==> src/rtl/mem_arbiter_fsm_pkg.sv <==
// Purpose: shared types and constants for the cache-to-RAM arbiter.
// Latency: n/a (types only).
// Backpressure: n/a (types only).
package mem_arbiter_fsm_pkg;

    typedef logic [31:0] word_t;

    // RAM model handshake state, sampled every cycle by the arbiter.
    typedef enum logic [1:0] {
        FREE   = 2'b00,
        BUSY   = 2'b01,
        ACCESS = 2'b10,
        ERROR  = 2'b11
    } ramstate_t;

    typedef enum logic [2:0] {
        IDLE   = 3'd0,
        D_REQ  = 3'd1,
        I_REQ  = 3'd2,
        D_RESP = 3'd3,
        I_RESP = 3'd4
    } arb_state_t;

    // Latched winning request; held stable for the whole RAM access.
    typedef struct packed {
        word_t addr;
        word_t store;
        logic  wen;
        logic  isdata;
    } arb_req_t;

    localparam word_t ARB_ERR_WORD = 32'hBAD1BAD1;
    localparam int    ARB_TIMEOUT  = 15;

endpackage

==> src/rtl/mem_arbiter_fsm_timeout_ctr.sv <==
// Purpose: clear/enable cycle counter that flags when it sits at TIMEOUT-1.
// Latency: tc is a decode of the registered count, valid the cycle the count lands.
// Backpressure: none; clear has priority over enable.
module mem_timeout_ctr #(
    parameter int TIMEOUT = 15
) (
    input  logic clk,
    input  logic rst,
    input  logic clr,
    input  logic en,
    output logic tc
);
    localparam int W = (TIMEOUT > 1) ? $clog2(TIMEOUT) : 1;

    logic [W-1:0] cnt_q;
    logic [W-1:0] cnt_d;

    // Next count: clear wins, otherwise step when enabled.
    always_comb begin
        cnt_d = cnt_q;
        if (clr) begin
            cnt_d = '0;
        end else if (en) begin
            cnt_d = cnt_q + 1'b1;
        end
    end

    // Count register with synchronous reset.
    always_ff @(posedge clk) begin
        if (rst) begin
            cnt_q <= '0;
        end else begin
            cnt_q <= cnt_d;
        end
    end

    assign tc = (cnt_q == W'(TIMEOUT - 1));

endmodule

==> src/rtl/mem_arbiter_fsm.sv <==
// Purpose: arbitrates icache/dcache requests onto one RAM port, data has strict priority.
// Latency: request seen in IDLE -> RAM strobe next cycle -> wait low the cycle after ACCESS (min 2).
// Backpressure: requesters hold until their wait drops; RAM stalls via BUSY, bounded by TIMEOUT.
module mem_arbiter_fsm
    import mem_arbiter_fsm_pkg::*;
#(
    parameter int    TIMEOUT  = ARB_TIMEOUT,
    parameter word_t ERR_WORD = ARB_ERR_WORD
) (
    input  logic        CLK,
    input  logic        RST,
    input  logic        iREN,
    input  logic [31:0] iaddr,
    output logic        iwait,
    output logic [31:0] iload,
    input  logic        dREN,
    input  logic        dWEN,
    input  logic [31:0] daddr,
    input  logic [31:0] dstore,
    output logic        dwait,
    output logic [31:0] dload,
    output logic        ramREN,
    output logic        ramWEN,
    output logic [31:0] ramaddr,
    output logic [31:0] ramstore,
    input  logic [31:0] ramload,
    input  ramstate_t   ramstate,
    output logic        merr
);

    arb_state_t state_q, state_d;
    arb_req_t   req_q, req_d;
    logic       iwait_q, iwait_d;
    logic       dwait_q, dwait_d;
    word_t      iload_q, iload_d;
    word_t      dload_q, dload_d;
    logic       ramren_q, ramren_d;
    logic       ramwen_q, ramwen_d;
    logic       merr_q, merr_d;
    word_t      resp_word;
    logic       cnt_clr;
    logic       cnt_en;
    logic       cnt_tc;

    mem_timeout_ctr #(
        .TIMEOUT (TIMEOUT)
    ) u_timeout_ctr (
        .clk (CLK),
        .rst (RST),
        .clr (cnt_clr),
        .en  (cnt_en),
        .tc  (cnt_tc)
    );

    // Next-state and next-output decode; every output is registered below.
    always_comb begin
        state_d   = state_q;
        req_d     = req_q;
        iwait_d   = 1'b1;
        dwait_d   = 1'b1;
        iload_d   = iload_q;
        dload_d   = dload_q;
        ramren_d  = 1'b0;
        ramwen_d  = 1'b0;
        merr_d    = merr_q;
        resp_word = ERR_WORD;
        cnt_clr   = 1'b1;
        cnt_en    = 1'b0;

        case (state_q)
            IDLE: begin
                // Data first: the MEM-stage access belongs to the older instruction.
                if (dREN || dWEN) begin
                    req_d    = '{addr: daddr, store: dstore, wen: dWEN, isdata: 1'b1};
                    ramren_d = ~dWEN;
                    ramwen_d = dWEN;
                    state_d  = D_REQ;
                end else if (iREN) begin
                    req_d    = '{addr: iaddr, store: '0, wen: 1'b0, isdata: 1'b0};
                    ramren_d = 1'b1;
                    state_d  = I_REQ;
                end
            end

            D_REQ, I_REQ: begin
                cnt_clr  = 1'b0;
                cnt_en   = 1'b1;
                ramren_d = ramren_q;
                ramwen_d = ramwen_q;
                // ACCESS is checked first so a late-but-valid answer beats the timeout.
                if (ramstate == ACCESS || ramstate == ERROR || cnt_tc) begin
                    ramren_d  = 1'b0;
                    ramwen_d  = 1'b0;
                    resp_word = (ramstate == ACCESS) ? ramload : ERR_WORD;
                    if (ramstate != ACCESS) begin
                        merr_d = 1'b1;
                    end
                    if (req_q.isdata) begin
                        // Writes leave the last load word visible.
                        if (!req_q.wen) begin
                            dload_d = resp_word;
                        end
                        dwait_d = 1'b0;
                        state_d = D_RESP;
                    end else begin
                        iload_d = resp_word;
                        iwait_d = 1'b0;
                        state_d = I_RESP;
                    end
                end
            end

            D_RESP, I_RESP: begin
                state_d = IDLE;
            end

            default: begin
                state_d = IDLE;
            end
        endcase
    end

    // Single state/output register bank; reset drops any in-flight request silently.
    always_ff @(posedge CLK) begin
        if (RST) begin
            state_q  <= IDLE;
            req_q    <= '0;
            iwait_q  <= 1'b1;
            dwait_q  <= 1'b1;
            iload_q  <= '0;
            dload_q  <= '0;
            ramren_q <= 1'b0;
            ramwen_q <= 1'b0;
            merr_q   <= 1'b0;
        end else begin
            state_q  <= state_d;
            req_q    <= req_d;
            iwait_q  <= iwait_d;
            dwait_q  <= dwait_d;
            iload_q  <= iload_d;
            dload_q  <= dload_d;
            ramren_q <= ramren_d;
            ramwen_q <= ramwen_d;
            merr_q   <= merr_d;
        end
    end

    assign iwait    = iwait_q;
    assign dwait    = dwait_q;
    assign iload    = iload_q;
    assign dload    = dload_q;
    assign ramREN   = ramren_q;
    assign ramWEN   = ramwen_q;
    assign ramaddr  = req_q.addr;
    assign ramstore = req_q.store;
    assign merr     = merr_q;

endmodule

==> config.mk <==
export PLATFORM = sky130hd
export DESIGN_NAME = mem_arbiter_fsm
export DESIGN_NICKNAME = d
export VERILOG_FILES = /design/src/rtl/mem_arbiter_fsm_pkg.sv /design/src/rtl/mem_arbiter_fsm_timeout_ctr.sv /design/src/rtl/mem_arbiter_fsm.sv
export SDC_FILE = /design/constraint.sdc
export NUM_CORES = 1
export LEC_CHECK = 0
export BUFFER_PORTS_ARGS = -buffer_cell sky130_fd_sc_hd__buf_2
export CORE_MARGIN = 3
export CORE_UTILIZATION = 48
export CTS_CLUSTER_SIZE = 25
export DETAILED_ROUTE_END_ITERATION = 12
export PLACE_DENSITY = 0.8
export REMOVE_ABC_BUFFERS = 1
export SKIP_CTS_REPAIR_TIMING = 1
export SLEW_MARGIN = 15
export SYNTH_ARGS = -nofsm -noshare
export SYNTH_HDL_FRONTEND = slang
export SYNTH_SLANG_ARGS = --single-unit
==> constraint.sdc <==
create_clock -name CLK -period 2.15 [get_ports CLK]
set_clock_uncertainty 0.1 [all_clocks]
set_input_delay 0.43 -clock CLK [delete_from_list [all_inputs] [get_ports CLK]]
set_output_delay 0.43 -clock CLK [all_outputs]
set_load 0.02 [all_outputs]
# Yosys cells after proc, flatten, opt, wreduce, memory -nomap -nowiden
# Index checks and enable logic that the tools add are counted.
# op_classes
n_mux,17
bitwise_logic,5
addsub,1
n_eq_ne,8
reduce_logical,13
# ops
operator,n
$mux W66,2
$mux W32,1
$mux W3,4
$mux W1,7
$pmux W3 S2,1
$reduce_and A3 Y1,2
$not A1 Y1,5
$add A4 B1 Y4 const B,1
$eq A2 B2 Y1 const B,2
$eq A4 B4 Y1 const B,1
$ne A2 B2 Y1 const B,2
$pmux W1 S2,2
$reduce_and A2 Y1,2
$reduce_and A4 Y1,1
$reduce_or A2 Y1,2
$eq A3 B1 Y1 const B,1
$eq A3 B2 Y1 const B,1
$logic_not A3 Y1,1
$logic_or A1 B1 Y1,3
$ne A3 B3 Y1 const B,1
$reduce_or A3 Y1,1
$reduce_bool A2 Y1,1
# totals
reg_bits,142
wordCells,57
in_bits,135
out_inout_bits,133

# Depth between registers and ports, before layout
# depth
word_depth,5
ltp_mapped,7
mapped_depth_nobuf,5

# Cells and area by module
# A second synthesis with hierarchy kept.
# unflattened
cells_unflattened,694
area_unflattened_um2,5924.4
# modules_own_cells
mod,area_each_um2,cells_each,n_inst,seq_area_each_um2
mem_arbiter_fsm,5726.7,674,1,2762.6
mem_timeout_ctr,197.7,20,1,80.1

# Least setup slack after synthesis
# OpenSTA, ideal clock, no wires.
# synth_path
path_kind,register to register
startpoint,register u_timeout_ctr.cnt_q[0]
endpoint,"register dload_q[13], in the netlist dload[13]"
path_slack_ns,0.337
arrival_ns,1.590
n_path_buf,2
t_required_ns,1.927
period_less_slack_ns,1.813
setup_ns,0.123
stages_incl_launch_ff,8
path_cell_list,dfxtp_1 -> inv_1 -> ha_1 -> a31oi_4 -> or4_4 -> buf_6 -> buf_12 -> mux2i_1
# synth_between
elab_chain_cells,3
# synth_rtl
item,line_no,source
start: declaration,mem_arbiter_fsm_timeout_ctr.sv:15,logic [W-1:0] cnt_q;
start signal: assignment,mem_arbiter_fsm_timeout_ctr.sv:33,cnt_q <= cnt_d;
$eq A4 B4 Y1,mem_arbiter_fsm_timeout_ctr.sv:37,assign tc = (cnt_q == W'(TIMEOUT - 1));
$logic_or A1 B1 Y1,mem_arbiter_fsm.sv:91,if (ramstate == ACCESS || ramstate == ERROR || cnt_tc) begin
$reduce_and A4 Y1 (no source line),n/a,
end signal: assignment,mem_arbiter_fsm.sv:141,dload_q <= dload_d;
end: declaration,mem_arbiter_fsm.sv:36,"word_t dload_q, dload_d;"
# Every way passes these cells.
# A chain may end at the register's enable or synchronous reset.

# Worst setup path in the final report
# layout_path
startpoint,register u_timeout_ctr.cnt_q[0]
endpoint,"register dload_q[15], in the netlist dload[15]"
# The elaborated chain is that of the path after synthesis.

==> results.json <==
{
  "area_growth_pct": 24.31,
  "cts_tree": "done",
  "power.leakage_nw": 3.974,
  "start_kind": "flip-flop",
  "run_status": "completed",
  "antenna_cells": 0,
  "h-tree-depth": 4,
  "setup-violations-final": 0,
  "finalPower_w": 0.01016,
  "grt_pass1_wl_mm": 25.52,
  "layout-drive-gt1-share_pct": 35.66,
  "layout_common_cells": "buf_2 (266), dfxtp_1 (142), a21oi_1 (67), nand2_1 (67), nand2b_1 (66)",
  "reg2reg_slack_ns": 0.17,
  "num_rows": 41,
  "dp_hpwl_mm": 11.39,
  "setup_ws_ns": 0.1736,
  "fmax_mhz": 506.0,
  "cp_data_required_time_ns": 2.34,
  "p_switching_w": 0.003676,
  "grt_max_degree": 95,
  "die_w_um": 121.5,
  "numCtsBuffers": 17,
  "final_cell_area_um2": 7965,
  "core_um2": 12820,
  "final_max_slew_viol_count": 0,
  "cts.sinks": 142,
  "endpoint_kind": "flip-flop",
  "hold_class": "input port to flip-flop",
  "clockBufferDepth": 2,
  "initial_utilization_pct": 49.96,
  "final_common_cell": "buf_2",
  "vias": 5545,
  "r2r_cells": 7,
  "drtIter0Drc": 354,
  "cts_root_buf": "clkbuf_16",
  "post_drt_wl_per_cell_um": 15.52,
  "drtAntennaViolNets": 0,
  "r2r-end": "dload[15]",
  "synth-edff-count": 0,
  "fin_crit_sh_pct": 91.93,
  "clk_latency_ns": 0.41,
  "grt_usage_pct": 21.71,
  "first_global_vias": 5211,
  "antenna_found_initial": 2,
  "clkSlewWorstSetupHoldPaths_ns": 0.05,
  "p_per_area_nw_per_um2": 1276,
  "worst_pin_slew_ns": 0.4132,
  "fin_nets": 1015,
  "overflow": 0,
  "arrival_ns": 2.16,
  "ys_ff_latch": 142,
  "drc": 0,
  "placed_area_um2": 7393,
  "seqPwrFrac_pct": 35.7,
  "n_fill_cell": 1103,
  "boundaryPins": 268,
  "die-area_um2": 14770,
  "mappedNetlistArea_um2": 6407,
  "yosys_warnings": 0,
  "io_buffers": 267,
  "critPathMaxFanout": 32,
  "timing.rr.start": "u_timeout_ctr.cnt_q[0]",
  "power_frac_comb_pct": 36.0,
  "finalNonFillerCells": 1061,
  "hold_viol": 0,
  "synthFlopType": "dfxtp_1",
  "chipHeight_um": 121.5,
  "fin_crit_ns": 1.976,
  "place_inst": 1031,
  "yosysSeqAreaShare_pct": 44.37,
  "min-delay-start": "dstore[13]",
  "max_slew_margin_pct": 72.45,
  "pre_cts_slack_ns": 0.1776,
  "drt_first_pass_iters": 4,
  "hold_end": "ramstore[13]",
  "clockPowerShare_pct": 28.2,
  "holdPathStages": 3,
  "routed_wl_mm": 16.47,
  "max_cap_violations": 0,
  "vias_per_cell": 5.226,
  "syn_avg_cell_area_um2": 9.153,
  "synthArstFlopShare_pct": 0,
  "ys_types": 37,
  "p_int_w": 0.006485,
  "rsz0062_at_grt": "no",
  "critPathKind": "flip-flop to flip-flop",
  "peakVddDrop_uv": 670.0,
  "syn_inst": 700,
  "switching_share_pct": 36.18,
  "place_congestion": 0.8262
}
-- per-layer routing --
| layer | vias to the layer above | GRT usage, % | routed length [um] |
|---|---|---|---|
| met3 | 31 | 7.103 | 1413 |
| li1 | 2725 | - | - |
| met1 | 2558 | 26.63 | 6890 |
| met4 | 4 | 8.683 | 371 |
| met5 | - | 0 | 32 |
| met2 | 227 | 35.37 | 7760 |
-- cells by family after synthesis --
kind of cell    Yosys count  synth area share, %
compound gates          159                15.64
xor+xnor                  4               0.5469
simple gates            201                16.46
fa+ha+maj                 2               0.3905
flops                   142                44.37
buf+inv                 128                12.59
mux                      64                9.998
-- state kept, by name, indices dropped and copies added, names as in the netlist --
register             cells
u_timeout_ctr.cnt_q      4
dload                   32
iload                   32
ramREN                   1
ramstore                32
merr                     1
ramWEN                   1
dwait                    1
state_q                  3
iwait                    1
req_q                    2
ramaddr                 32
-- per-stage QoR --
step / setup TNS [ns] / hold slack, ns / utilization (%)
floorplan: -157.71 / 0.3297 / -
global placement: 0 / 0.3480 / 57.65
detailed placement: 0 / 0.3518 / 57.65
CTS: 0 / 0.1458 / 62.11
global route: 0 / 0.1480 / 62.11
finish: 0 / 0.1689 / 62.11
-- critical path, stage by stage (launching register included) --
cell     delay, ns
dfxtp_1       0.33
inv_1         0.06
ha_1          0.19
a31oi_4       0.09
buf_4         0.17
or4_4         0.52
buf_12        0.20
mux2i_1       0.15
-- layout make-up --
cell class	count	area [um^2]	share of cell area, %
Sequential cell	142	2843	35.69
Multi-Input combinational cell	430	2774	34.83
Timing Repair Buffer	283	1546	19.42
Clock buffer	23	457.9	5.749
Tap cell	172	215.2	2.702
Clock inverter	7	113.9	1.429
Inverter	4	15.01	0.1885
-- power groups by stage --
stage / clock [W] / sequential (W) / combinational [W]
6_report: 0.00287 / 0.00363 / 0.00366
2_1_floorplan: 0 / 0.00408 / 0.00129
3_5_place_dp: 0 / 0.00367 / 0.00368
4_1_cts: 0.00293 / 0.00363 / 0.00368
3_3_place_gp: 0 / 0.00366 / 0.00365
5_1_grt: 0.00305 / 0.00371 / 0.00396
-- synth_stat cells (2+ instances only) --
| cell | n | area share (%) |
|---|---|---|
| xnor2_1 | 2 | 0.27 |
| nand2b_1 | 66 | 6.4 |
| nand4_1 | 2 | 0.20 |
| buf_4 | 64 | 7.5 |
| mux2i_1 | 64 | 10 |
| buf_6 | 4 | 0.70 |
| buf_1 | 4 | 0.23 |
| o21bai_1 | 18 | 2.1 |
| nand3b_1 | 14 | 1.6 |
| nor2_1 | 7 | 0.41 |
| a311oi_1 | 32 | 4.4 |
| inv_1 | 4 | 0.23 |
| clkbuf_1 | 43 | 2.5 |
| xor2_1 | 2 | 0.27 |
| a2bb2oi_1 | 2 | 0.27 |
| or3_1 | 3 | 0.29 |
| nor3_1 | 3 | 0.23 |
| buf_12 | 3 | 0.94 |
| buf_2 | 6 | 0.47 |
| ha_1 | 2 | 0.39 |
| a21oi_1 | 67 | 5.2 |
| o21ai_0 | 34 | 2.7 |
| dfxtp_1 | 142 | 44 |
| nand2_1 | 67 | 3.9 |
| nand3_1 | 33 | 2.6 |
-- worst max path at each step --
stage / from / end / depth (start not counted)
2_1_floorplan: state_q[0] / ramaddr[0] / 3
6_report: u_timeout_ctr.cnt_q[0] / dload[15] / 7
3_3_place_gp: u_timeout_ctr.cnt_q[0] / dload[22] / 7
4_1_cts: u_timeout_ctr.cnt_q[0] / dload[9] / 7
5_1_grt: u_timeout_ctr.cnt_q[0] / dload[9] / 7
3_5_place_dp: u_timeout_ctr.cnt_q[0] / dload[28] / 7
No activity file was read; power rests on OpenSTA's default activity.
